==> config.mk <==
export PLATFORM = sky130hd
export DESIGN_NAME = sample_capture_buffer_flat
export DESIGN_NICKNAME = d
export VERILOG_FILES = /design/src/rtl/sample_capture_buffer_pkg.sv /design/src/rtl/sample_capture_buffer_if.sv /design/src/rtl/sample_capture_buffer_ram.sv /design/src/rtl/sample_capture_buffer.sv /design/src/flat_wrapper.sv
export SDC_FILE = /design/constraint.sdc
export NUM_CORES = 2
export LEC_CHECK = 0
export ABC_AREA = 1
export BUFFER_PORTS_ARGS = -buffer_cell sky130_fd_sc_hd__buf_2
export CORE_MARGIN = 2
export CORE_UTILIZATION = 35
export DETAILED_ROUTE_END_ITERATION = 8
export PLACE_DENSITY = 0.48
export SETUP_SLACK_MARGIN = 0.1
export SYNTH_ARGS = -nofsm -noshare
export SYNTH_HDL_FRONTEND = slang
export SYNTH_HIERARCHICAL = 1
export SYNTH_SLANG_ARGS = --single-unit
==> constraint.sdc <==
create_clock -name clk -period 3.2 [get_ports clk]
set_input_delay 0 -clock clk [delete_from_list [all_inputs] [get_ports clk]]
set_output_delay 0 -clock clk [all_outputs]
set_load 0.01 [all_outputs]
==> src/rtl/sample_capture_buffer_pkg.sv <==
// Shared definitions for the sample capture buffer: default widths, the
// auto-trigger timeout and the acquisition state encoding.
package sample_capture_buffer_pkg;

    localparam int DATA_W_DEF  = 8;
    localparam int ADDR_W_DEF  = 8;
    localparam int TIMEOUT_DEF = 1024;

    localparam logic [1:0] ST_IDLE    = 2'd0;
    localparam logic [1:0] ST_ARMED   = 2'd1;
    localparam logic [1:0] ST_CAPTURE = 2'd2;
    localparam logic [1:0] ST_DONE    = 2'd3;

    typedef enum logic [1:0] {
        IDLE    = ST_IDLE,
        ARMED   = ST_ARMED,
        CAPTURE = ST_CAPTURE,
        DONE    = ST_DONE
    } state_t;

endpackage

==> src/rtl/sample_capture_buffer_if.sv <==
// Sample stream, control, readout and status signals of the capture buffer.
// master drives samples/control/read address; slave is the capture buffer.
interface sample_capture_buffer_if
    import sample_capture_buffer_pkg::*;
#(
    parameter int DATA_W = DATA_W_DEF,
    parameter int ADDR_W = ADDR_W_DEF
) ();

    logic [DATA_W-1:0] sample_in;
    logic              sample_valid;
    logic              arm;
    logic              auto_en;
    logic [DATA_W-1:0] trig_level;
    logic [ADDR_W-1:0] rd_addr;
    logic [DATA_W-1:0] rd_data;
    logic              busy;
    logic              done;
    logic              auto_trig;

    modport master (
        output sample_in, sample_valid, arm, auto_en, trig_level, rd_addr,
        input  rd_data, busy, done, auto_trig
    );

    modport slave (
        input  sample_in, sample_valid, arm, auto_en, trig_level, rd_addr,
        output rd_data, busy, done, auto_trig
    );

endinterface

==> src/rtl/sample_capture_buffer_ram.sv <==
// Simple dual-port frame RAM: one synchronous write port, one registered
// read-first read port. Contents are never cleared; only the read output
// register is reset.
module sample_ram
    import sample_capture_buffer_pkg::*;
#(
    parameter int DATA_W = DATA_W_DEF,
    parameter int ADDR_W = ADDR_W_DEF
) (
    input  logic              clk,
    input  logic              rst,
    input  logic              we,
    input  logic [ADDR_W-1:0] wa,
    input  logic [DATA_W-1:0] wd,
    input  logic [ADDR_W-1:0] ra,
    output logic [DATA_W-1:0] rd
);

    localparam int DEPTH = 1 << ADDR_W;

    logic [DATA_W-1:0] mem [DEPTH];

    // Write port; no reset so the array maps onto block RAM.
    always_ff @(posedge clk) begin
        if (we) begin
            mem[wa] <= wd;
        end
    end

    // Registered read; a same-cycle write to ra is seen on the next read.
    always_ff @(posedge clk or posedge rst) begin
        if (rst) begin
            rd <= '0;
        end else begin
            rd <= mem[ra];
        end
    end

endmodule

==> src/rtl/sample_capture_buffer.sv <==
// Threshold-triggered frame capture: waits in ARMED for a rising crossing of
// trig_level (or a timeout when auto_en is set), then stores 2^ADDR_W
// consecutive samples, starting with the trigger sample, and holds them.
module sample_capture_buffer
    import sample_capture_buffer_pkg::*;
#(
    parameter int DATA_W  = DATA_W_DEF,
    parameter int ADDR_W  = ADDR_W_DEF,
    parameter int TIMEOUT = TIMEOUT_DEF
) (
    input  logic                    clk,
    input  logic                    rst,
    sample_capture_buffer_if.slave  bus
);

    localparam int CNT_W = (TIMEOUT > 2) ? $clog2(TIMEOUT) : 1;
    localparam logic [CNT_W-1:0]  TMO_LAST  = CNT_W'(TIMEOUT - 1);
    localparam logic [ADDR_W-1:0] LAST_ADDR = '1;

    state_t            state_reg;
    logic [ADDR_W-1:0] wr_ptr_reg;
    logic [CNT_W-1:0]  tmo_cnt_reg;
    logic [DATA_W-1:0] prev_sample_reg;
    logic              prev_valid_reg;
    logic              busy_reg;
    logic              done_reg;
    logic              auto_trig_reg;

    logic              crossing;
    logic              force_trig;
    logic              trigger;
    logic              ram_we;
    logic [ADDR_W-1:0] ram_wa;

    // Trigger decision and RAM write control for the current strobe.
    always_comb begin
        crossing   = prev_valid_reg
                     && (prev_sample_reg < bus.trig_level)
                     && (bus.sample_in >= bus.trig_level);
        force_trig = bus.auto_en && (tmo_cnt_reg == TMO_LAST) && !crossing;
        trigger    = (state_reg == ARMED) && bus.sample_valid
                     && (crossing || force_trig);
        ram_we     = trigger || ((state_reg == CAPTURE) && bus.sample_valid);
        ram_wa     = (state_reg == CAPTURE) ? wr_ptr_reg : '0;
    end

    // Acquisition FSM with registered status outputs.
    always_ff @(posedge clk or posedge rst) begin
        if (rst) begin
            state_reg       <= IDLE;
            wr_ptr_reg      <= '0;
            tmo_cnt_reg     <= '0;
            prev_sample_reg <= '0;
            prev_valid_reg  <= 1'b0;
            busy_reg        <= 1'b0;
            done_reg        <= 1'b0;
            auto_trig_reg   <= 1'b0;
        end else begin
            case (state_reg)
                IDLE, DONE: begin
                    // A strobe coincident with arm is deliberately dropped.
                    if (bus.arm) begin
                        state_reg      <= ARMED;
                        wr_ptr_reg     <= '0;
                        tmo_cnt_reg    <= '0;
                        prev_valid_reg <= 1'b0;
                        auto_trig_reg  <= 1'b0;
                        busy_reg       <= 1'b1;
                        done_reg       <= 1'b0;
                    end
                end
                ARMED: begin
                    if (bus.sample_valid) begin
                        if (crossing || force_trig) begin
                            state_reg     <= CAPTURE;
                            wr_ptr_reg    <= ADDR_W'(1);
                            auto_trig_reg <= force_trig;
                        end else begin
                            prev_sample_reg <= bus.sample_in;
                            prev_valid_reg  <= 1'b1;
                            // Saturates so auto_en=0 waits forever without wrap.
                            if (tmo_cnt_reg != TMO_LAST) begin
                                tmo_cnt_reg <= tmo_cnt_reg + CNT_W'(1);
                            end
                        end
                    end
                end
                CAPTURE: begin
                    if (bus.sample_valid) begin
                        wr_ptr_reg <= wr_ptr_reg + ADDR_W'(1);
                        if (wr_ptr_reg == LAST_ADDR) begin
                            state_reg <= DONE;
                            busy_reg  <= 1'b0;
                            done_reg  <= 1'b1;
                        end
                    end
                end
                default: begin
                    state_reg <= IDLE;
                    busy_reg  <= 1'b0;
                    done_reg  <= 1'b0;
                end
            endcase
        end
    end

    assign bus.busy      = busy_reg;
    assign bus.done      = done_reg;
    assign bus.auto_trig = auto_trig_reg;

    sample_ram #(
        .DATA_W (DATA_W),
        .ADDR_W (ADDR_W)
    ) u_ram (
        .clk (clk),
        .rst (rst),
        .we  (ram_we),
        .wa  (ram_wa),
        .wd  (bus.sample_in),
        .ra  (bus.rd_addr),
        .rd  (bus.rd_data)
    );

endmodule

==> src/flat_wrapper.sv <==
// flat-port wrapper written by rule: the top's interface ports become plain ports
module sample_capture_buffer_flat import sample_capture_buffer_pkg::*;
#(
    parameter int DATA_W  = DATA_W_DEF,
    parameter int ADDR_W  = ADDR_W_DEF,
    parameter int TIMEOUT = TIMEOUT_DEF
)
  (clk, rst, bus_sample_in, bus_sample_valid, bus_arm, bus_auto_en, bus_trig_level, bus_rd_addr, bus_rd_data, bus_busy, bus_done, bus_auto_trig);
  sample_capture_buffer_if #(.DATA_W(DATA_W), .ADDR_W(ADDR_W)) bus_i ();
  input  logic clk;
  input  logic rst;
  input wire logic [$bits(bus_i.sample_in)-1:0] bus_sample_in;
  input wire logic [$bits(bus_i.sample_valid)-1:0] bus_sample_valid;
  input wire logic [$bits(bus_i.arm)-1:0] bus_arm;
  input wire logic [$bits(bus_i.auto_en)-1:0] bus_auto_en;
  input wire logic [$bits(bus_i.trig_level)-1:0] bus_trig_level;
  input wire logic [$bits(bus_i.rd_addr)-1:0] bus_rd_addr;
  output wire logic [$bits(bus_i.rd_data)-1:0] bus_rd_data;
  output wire logic [$bits(bus_i.busy)-1:0] bus_busy;
  output wire logic [$bits(bus_i.done)-1:0] bus_done;
  output wire logic [$bits(bus_i.auto_trig)-1:0] bus_auto_trig;
  assign bus_i.sample_in = bus_sample_in;
  assign bus_i.sample_valid = bus_sample_valid;
  assign bus_i.arm = bus_arm;
  assign bus_i.auto_en = bus_auto_en;
  assign bus_i.trig_level = bus_trig_level;
  assign bus_i.rd_addr = bus_rd_addr;
  assign bus_rd_data = bus_i.rd_data;
  assign bus_busy = bus_i.busy;
  assign bus_done = bus_i.done;
  assign bus_auto_trig = bus_i.auto_trig;
  sample_capture_buffer #(.DATA_W(DATA_W), .ADDR_W(ADDR_W), .TIMEOUT(TIMEOUT)) u_core (.clk(clk), .rst(rst), .bus(bus_i));
endmodule
## Word level (Yosys, flattened, before mapping)

Memory sizes are Yosys's and may differ from the RTL's. A register that Yosys moved wholly into a read port is not among the register bits.
Index checks and enable logic that the tools add are counted.

- Memory bits (writable): 2,048
- Flip-flop bits (word level): 32
- Memories kept: 1
- Bits of input ports: 29
- Word-level logic and storage cells: 81

Memory list:

| name | words | width | read ports | clocked after Yosys merged registers in | write ports | RTL line | source |
|---|---|---|---|---|---|---|---|
| u_core.u_ram.mem | 256 | 8 | 1 | 1 | 1 | sample_capture_buffer_ram.sv:21 | `logic [DATA_W-1:0] mem [DEPTH];` |

- Reductions and logical operators: 21
- Add/sub/neg operators: 2
- Mux-type cells: 33
- Equality and inequality tests: 13
- Bitwise gates (word level): 1
- Order comparisons: 2

Operators by type and width:

| operator | number |
|---|---|
| $mux 10 | 4 |
| $mux 8 | 5 |
| $pmux 8 s3 | 1 |
| $pmux 10 s2 | 1 |
| $reduce_and 4->1 | 4 |
| $ne 2x2->1 const B | 7 |
| $mux 1 | 12 |
| $add 10x1->10 const B | 1 |
| $eq 10x10->1 const B | 1 |
| $mux 2 | 5 |
| $ne 10x10->1 const B | 1 |
| $reduce_and 5->1 | 2 |
| $add 8x1->8 const B | 1 |
| $eq 8x8->1 const B | 1 |
| $ge 8x8->1 | 1 |
| $lt 8x8->1 | 1 |
| $pmux 1 s2 | 4 |
| $logic_and 1x1->1 | 7 |
| $pmux 2 s3 | 1 |
| $eq 2x2->1 const B | 2 |
| $reduce_bool 2->1 | 2 |
| $reduce_and 3->1 | 1 |
| $eq 2x1->1 const B | 1 |
| $logic_not 2->1 | 1 |
| 4 further kinds | 5 |

## Depth between registers and ports, before layout

- Word-level depth: 10
- Depth in mapped cells: 18
- Depth with buffers taken out: 15

## Modules after synthesis

Netlist, hierarchy kept.

By module, submodules not included:

| module | cells an instance | instances | seq. area each (sq um) | area each (sq um) |
|---|---|---|---|---|
| sample_ram | 7,004 | 1 | 61,699.2 | 83,418.8 |
| sample_capture_buffer | 311 | 1 | 800.8 | 2,327.2 |

## Worst setup path after synthesis

Ideal clock, no wire load.

- Kind: register -> register
- From: reg u_core.prev_sample_reg[7]
- To: mem u_core/u_ram/mem[162][0] in the netlist's numbering, enable pin
- Slack: 0.060 ns
- Buffers on the path: 3
- Stages on the path, launching flop included: 15
- Data required time: 2.830 ns
- Data arrival time: 2.770 ns
- Cell sequence: dfrtp_1 ha_1 nand2_1 nand2_1 nor2_1 and3_2 nand3_1 nand2_1 nand2_2 buf_6 a21oi_2 clkbuf_1 nand3_1 clkbuf_1 nor2_1

- Longest elaborated chain between the ends: 10

RTL lines:

| element | RTL line | source |
|---|---|---|
| start, declared | sample_capture_buffer.sv:23 | `logic [DATA_W-1:0] prev_sample_reg;` |
| start signal, assigned | sample_capture_buffer.sv:79 | `prev_sample_reg <= bus.sample_in;` |
| $lt 8x8->1 * | sample_capture_buffer.sv:38 | `&& (prev_sample_reg < bus.trig_level)` |
| $logic_and 1x1->1 * | sample_capture_buffer.sv:38 |  |
| $logic_and 1x1->1 * | sample_capture_buffer.sv:39 | `&& (bus.sample_in >= bus.trig_level);` |
| $logic_not 1->1 | sample_capture_buffer.sv:40 | `force_trig = bus.auto_en && (tmo_cnt_reg == TMO_LAST) && !crossing;` |
| $logic_and 1x1->1 | sample_capture_buffer.sv:40 |  |
| $logic_or 1x1->1 * | sample_capture_buffer.sv:42 | `&& (crossing \|\| force_trig);` |
| $logic_and 1x1->1 * | sample_capture_buffer.sv:42 |  |
| $logic_or 1x1->1 * | sample_capture_buffer.sv:43 | `ram_we = trigger \|\| ((state_reg == CAPTURE) && bus.sample_valid);` |
| via u_core.ram_we | sample_capture_buffer.sv:32 | `logic ram_we;` |
| $mux 1 * | sample_capture_buffer_ram.sv:25 | `if (we) begin` |
| $mux 1 (not written as such) * | sample_capture_buffer_ram.sv:26 | `mem[wa] <= wd;` |
| end, declared | sample_capture_buffer_ram.sv:21 |  |

Mark *: on every way through the listed nets, which the timed path passes. The rest lies on a longest branch.

## Final worst setup path

- From: reg u_core.tmo_cnt_reg[0]
- To: mem u_core/u_ram/mem[142][3] in the netlist's numbering, enable pin

- Longest elaborated chain between the ends: 8

RTL lines:

| element | RTL line | source |
|---|---|---|
| start, declared | sample_capture_buffer.sv:22 | `logic [CNT_W-1:0] tmo_cnt_reg;` |
| start signal, assigned | sample_capture_buffer.sv:83 | `tmo_cnt_reg <= tmo_cnt_reg + CNT_W'(1);` |
| $eq 10x10->1 | sample_capture_buffer.sv:40 |  |
| $logic_and 1x1->1 (2 in series) | sample_capture_buffer.sv:40 |  |
| $logic_or 1x1->1 | sample_capture_buffer.sv:42 |  |
| $logic_and 1x1->1 | sample_capture_buffer.sv:42 |  |
| $logic_or 1x1->1 | sample_capture_buffer.sv:43 |  |
| via u_core.ram_we | sample_capture_buffer.sv:32 |  |
| $mux 1 | sample_capture_buffer_ram.sv:25 |  |
| $mux 1 (not written as such) | sample_capture_buffer_ram.sv:26 |  |

The timed path passes the listed nets, and every way through them passes these cells.

==> results.md <==
- DR iter-0 viols: 6,192
- Leakage: 35.6 nW
- I/O Pins: 40
- Slew Limit Fails: 0
- Minimum clock period: 2.93 ns
- Clk_lat worst skew: 0.88 ns
- Clk_skew: 0.0742 ns
- Total negative slack: 0 ns
- Yosys cell types: 38
- EDFF count, synth: 2,048
- Die width: 499 microns
- Top post-synthesis cells by area: edfxtp_1 (72%), nand3_1 (12%), nand2_1 (9.7%), buf_2 (1.5%), nor2_1 (1.3%)
- Worst Path Buf+Inv: 4
- Status: completed
- Die H: 499 microns
- Register bit count reported by yosys: 2,088
- Overall power: 60.9 mW
- Count leader, synth: nand2_1
- Max-Cap Viols: 0
- Peak fanout along the critical path: 15
- Most frequent cells after synthesis: nand2_1 (2,215), edfxtp_1 (2,048), nand3_1 (2,038), nor2_1 (304), buf_2 (255)
- Largest net degree at the start of global routing: 145
- Crit. End Element: flop
- FFs w/ async S/R, synth: 1.92%
- Crit-path max cell delay: 0.41 ns
- Drt total wl: 272,000 microns
- Synth warn: 6
- Vias in the first global route: 56,900
- GRT overflow: 0
- Share of cells above drive strength 1: 11.2%
- Inserted Clock Buffers: 223
- Slew margin rel.: 39.7%
- Worst path arrival time: 3.50 ns
- Cell area after synthesis: 0.0857 sq mm
- First-pass GRT wire length: 391,000 microns
- Layout net count: 7,629
- Worst Max-Slew Pin Slew: 0.904 ns
- VDD IR max: 0.512 mV
- Leading area contributor after synthesis: edfxtp_1
- Clk buf depth: 3
- CTS tree: done
- Max reg flops: 2,048
- Remaining DRCs: 0
- Min Hold Slack: 0.0644 ns
- DRT antenna net count: 0
- Synth Instances: 7,315
- Post-synthesis area per instance: 11.7 sq um
- Core ar.: 0.243 sq mm
- Worst hold path type: input port to flop
- DR pass1 iterations: 6
- IO Port Bufs: 39
- Top-area cell type share of the netlist area: 71.7%
- Routed len/inst: 24.8 microns
- Vias: 57,500
- Main flop type after synthesis: edfxtp_1
- Seq/Total Area, Yosys: 72.9%
- Cell Pwr Density: 611 mW/mm^2
- Starting Density: 35.2%
- H-tree Lvls: 4
- Worst-path clk slew: 0.06 ns
- Final Hold Viols: 0
- Dpl cells: 10,500
- Die area: 0.249 sq mm
- GPL Wtd Cong: 0.865
- # rows: 181
- CP Cell Sequence: ha_1 -> nand2_1 -> inv_2 -> nand2_2 -> or2_4 -> nor2_8 -> nand3_4 -> nand2_1 -> nand2_2 -> a21oi_4 -> buf_12 -> nand2_4 -> buf_4 -> nor2_1 -> buf_4
- GRT Overall Usage: 21.4%
- CP max stage cell: dfrtp_1
- Clk sinks: 2,088
- Worst EP required: 3.78 ns
- Worst setup SP type: flop
- Drt via density: 5.24
- Crit path max-delay family: simple AND/OR/NAND/NOR gates
- Cell Count, Final, Fillers Out: 11,000
- Syn_nets: 7,364
- Crit Path Category: flop to flop
- Hpwl dp: 165,000 microns
- Fmax: 342 MHz
- Clock root cell: clkbuf_16
- Final Cycle Share: 91.4%
- Unrepaired setup endpoints after global routing: false
- Area Overhead vs Synth: 16.3%
- Setup violators final: 0
- Initial antenna violation count: 12
==> through the flow <==
stage	utilization, %	setup WS, ns	area, sq um
2_1_floorplan	-	0.0598	85700
3_3_place_gp	37.8	-0.143	92100
3_5_place_dp	37.8	-0.0492	92100
4_1_cts	40.9	0.212	99700
5_1_grt	41.0	0.104	99700
6_report	41.0	0.274	99700
==> kinds of logic after synthesis <==
group | Yosys count | share of synthesized area, %
fa+ha+maj | 20 | 0.292
buf+inv | 582 | 3.32
simple gates | 4590 | 23.2
compound gates | 32 | 0.241
flops | 2088 | 72.9
xor+xnor | 3 | 0.0306
==> power breakdown <==
group	internal (mW)	leakage (nW)	switching (mW)
Sequential	30.2	18.9	0.112
Combinational	1.21	13.1	3.40
Clock	15.1	3.56	10.9
Total	46.5	35.6	14.4
==> per-layer routing <==
| metal | GRT usage [%] | routed length [microns] |
|---|---|---|
| met1 | 29.3 | 117000 |
| met4 | 6.59 | 8100 |
| met3 | 2.86 | 17400 |
| met2 | 35.5 | 130000 |
| met5 | 0 | 13 |
==> final timing paths <==
path	from	end	slack (ns)	cells past startpoint
setup / recovery	u_core/tmo_cnt_reg[0]	u_core/u_ram/mem[142][3]	0.27	15
hold / removal	bus_rd_addr[7]	u_core/u_ram/rd[2]	0.06	4
setup reg to reg	u_core/tmo_cnt_reg[0]	u_core/u_ram/mem[142][3]	0.27	15
hold reg to reg	u_core/prev_sample_reg[0]	u_core/prev_sample_reg[0]	0.49	2
max in group asynchronous	rst	u_core/state_reg[1]	2.01	5
min in group asynchronous	rst	u_core/u_ram/rd[0]	0.70	4
==> worst register-to-register path: stages, from the launching register on <==
cell and delay [ns]:
dfrtp_1 0.41, ha_1 0.19, nand2_1 0.06, inv_2 0.06
nand2_2 0.05, or2_4 0.28, nor2_8 0.10, nand3_4 0.11
nand2_1 0.12, nand2_2 0.08, a21oi_4 0.15, buf_12 0.18
nand2_4 0.21, buf_4 0.26, nor2_1 0.16, buf_4 0.20
==> final cells by class <==
class | count | area (sq um)
fillers | 22900 | 144000
flip-flops and latches | 2088 | 62500
multi-input cells | 4645 | 20400
clock buffers | 270 | 5820
repair buffers | 529 | 5000
well taps | 3202 | 4010
clock inverters | 146 | 1560
inverters | 93 | 383
diodes | 5 | 12.5
==> layout by cell type (no fill, tap or decap), types with 27 or more instances in the layout <==
cell type,instances
nand2_1,2205
buf_4,396
nand3_1,2038
bufinv_16,27
clkinv_2,35
clkinv_1,57
nor2_1,303
clkbuf_16,226
buf_12,77
inv_1,86
edfxtp_1,2048
dfrtp_1,40
clkbuf_1,44
==> what timing repair did <==
item	CTS	global route
endpoints found under the setup margin	8	176
endpoints found under the hold margin	417	0
pin swaps	0	0
buffers inserted	0	4
hold buffers	18	0
gates resized for setup	1	2
No activity file was read; power rests on OpenSTA's default activity.
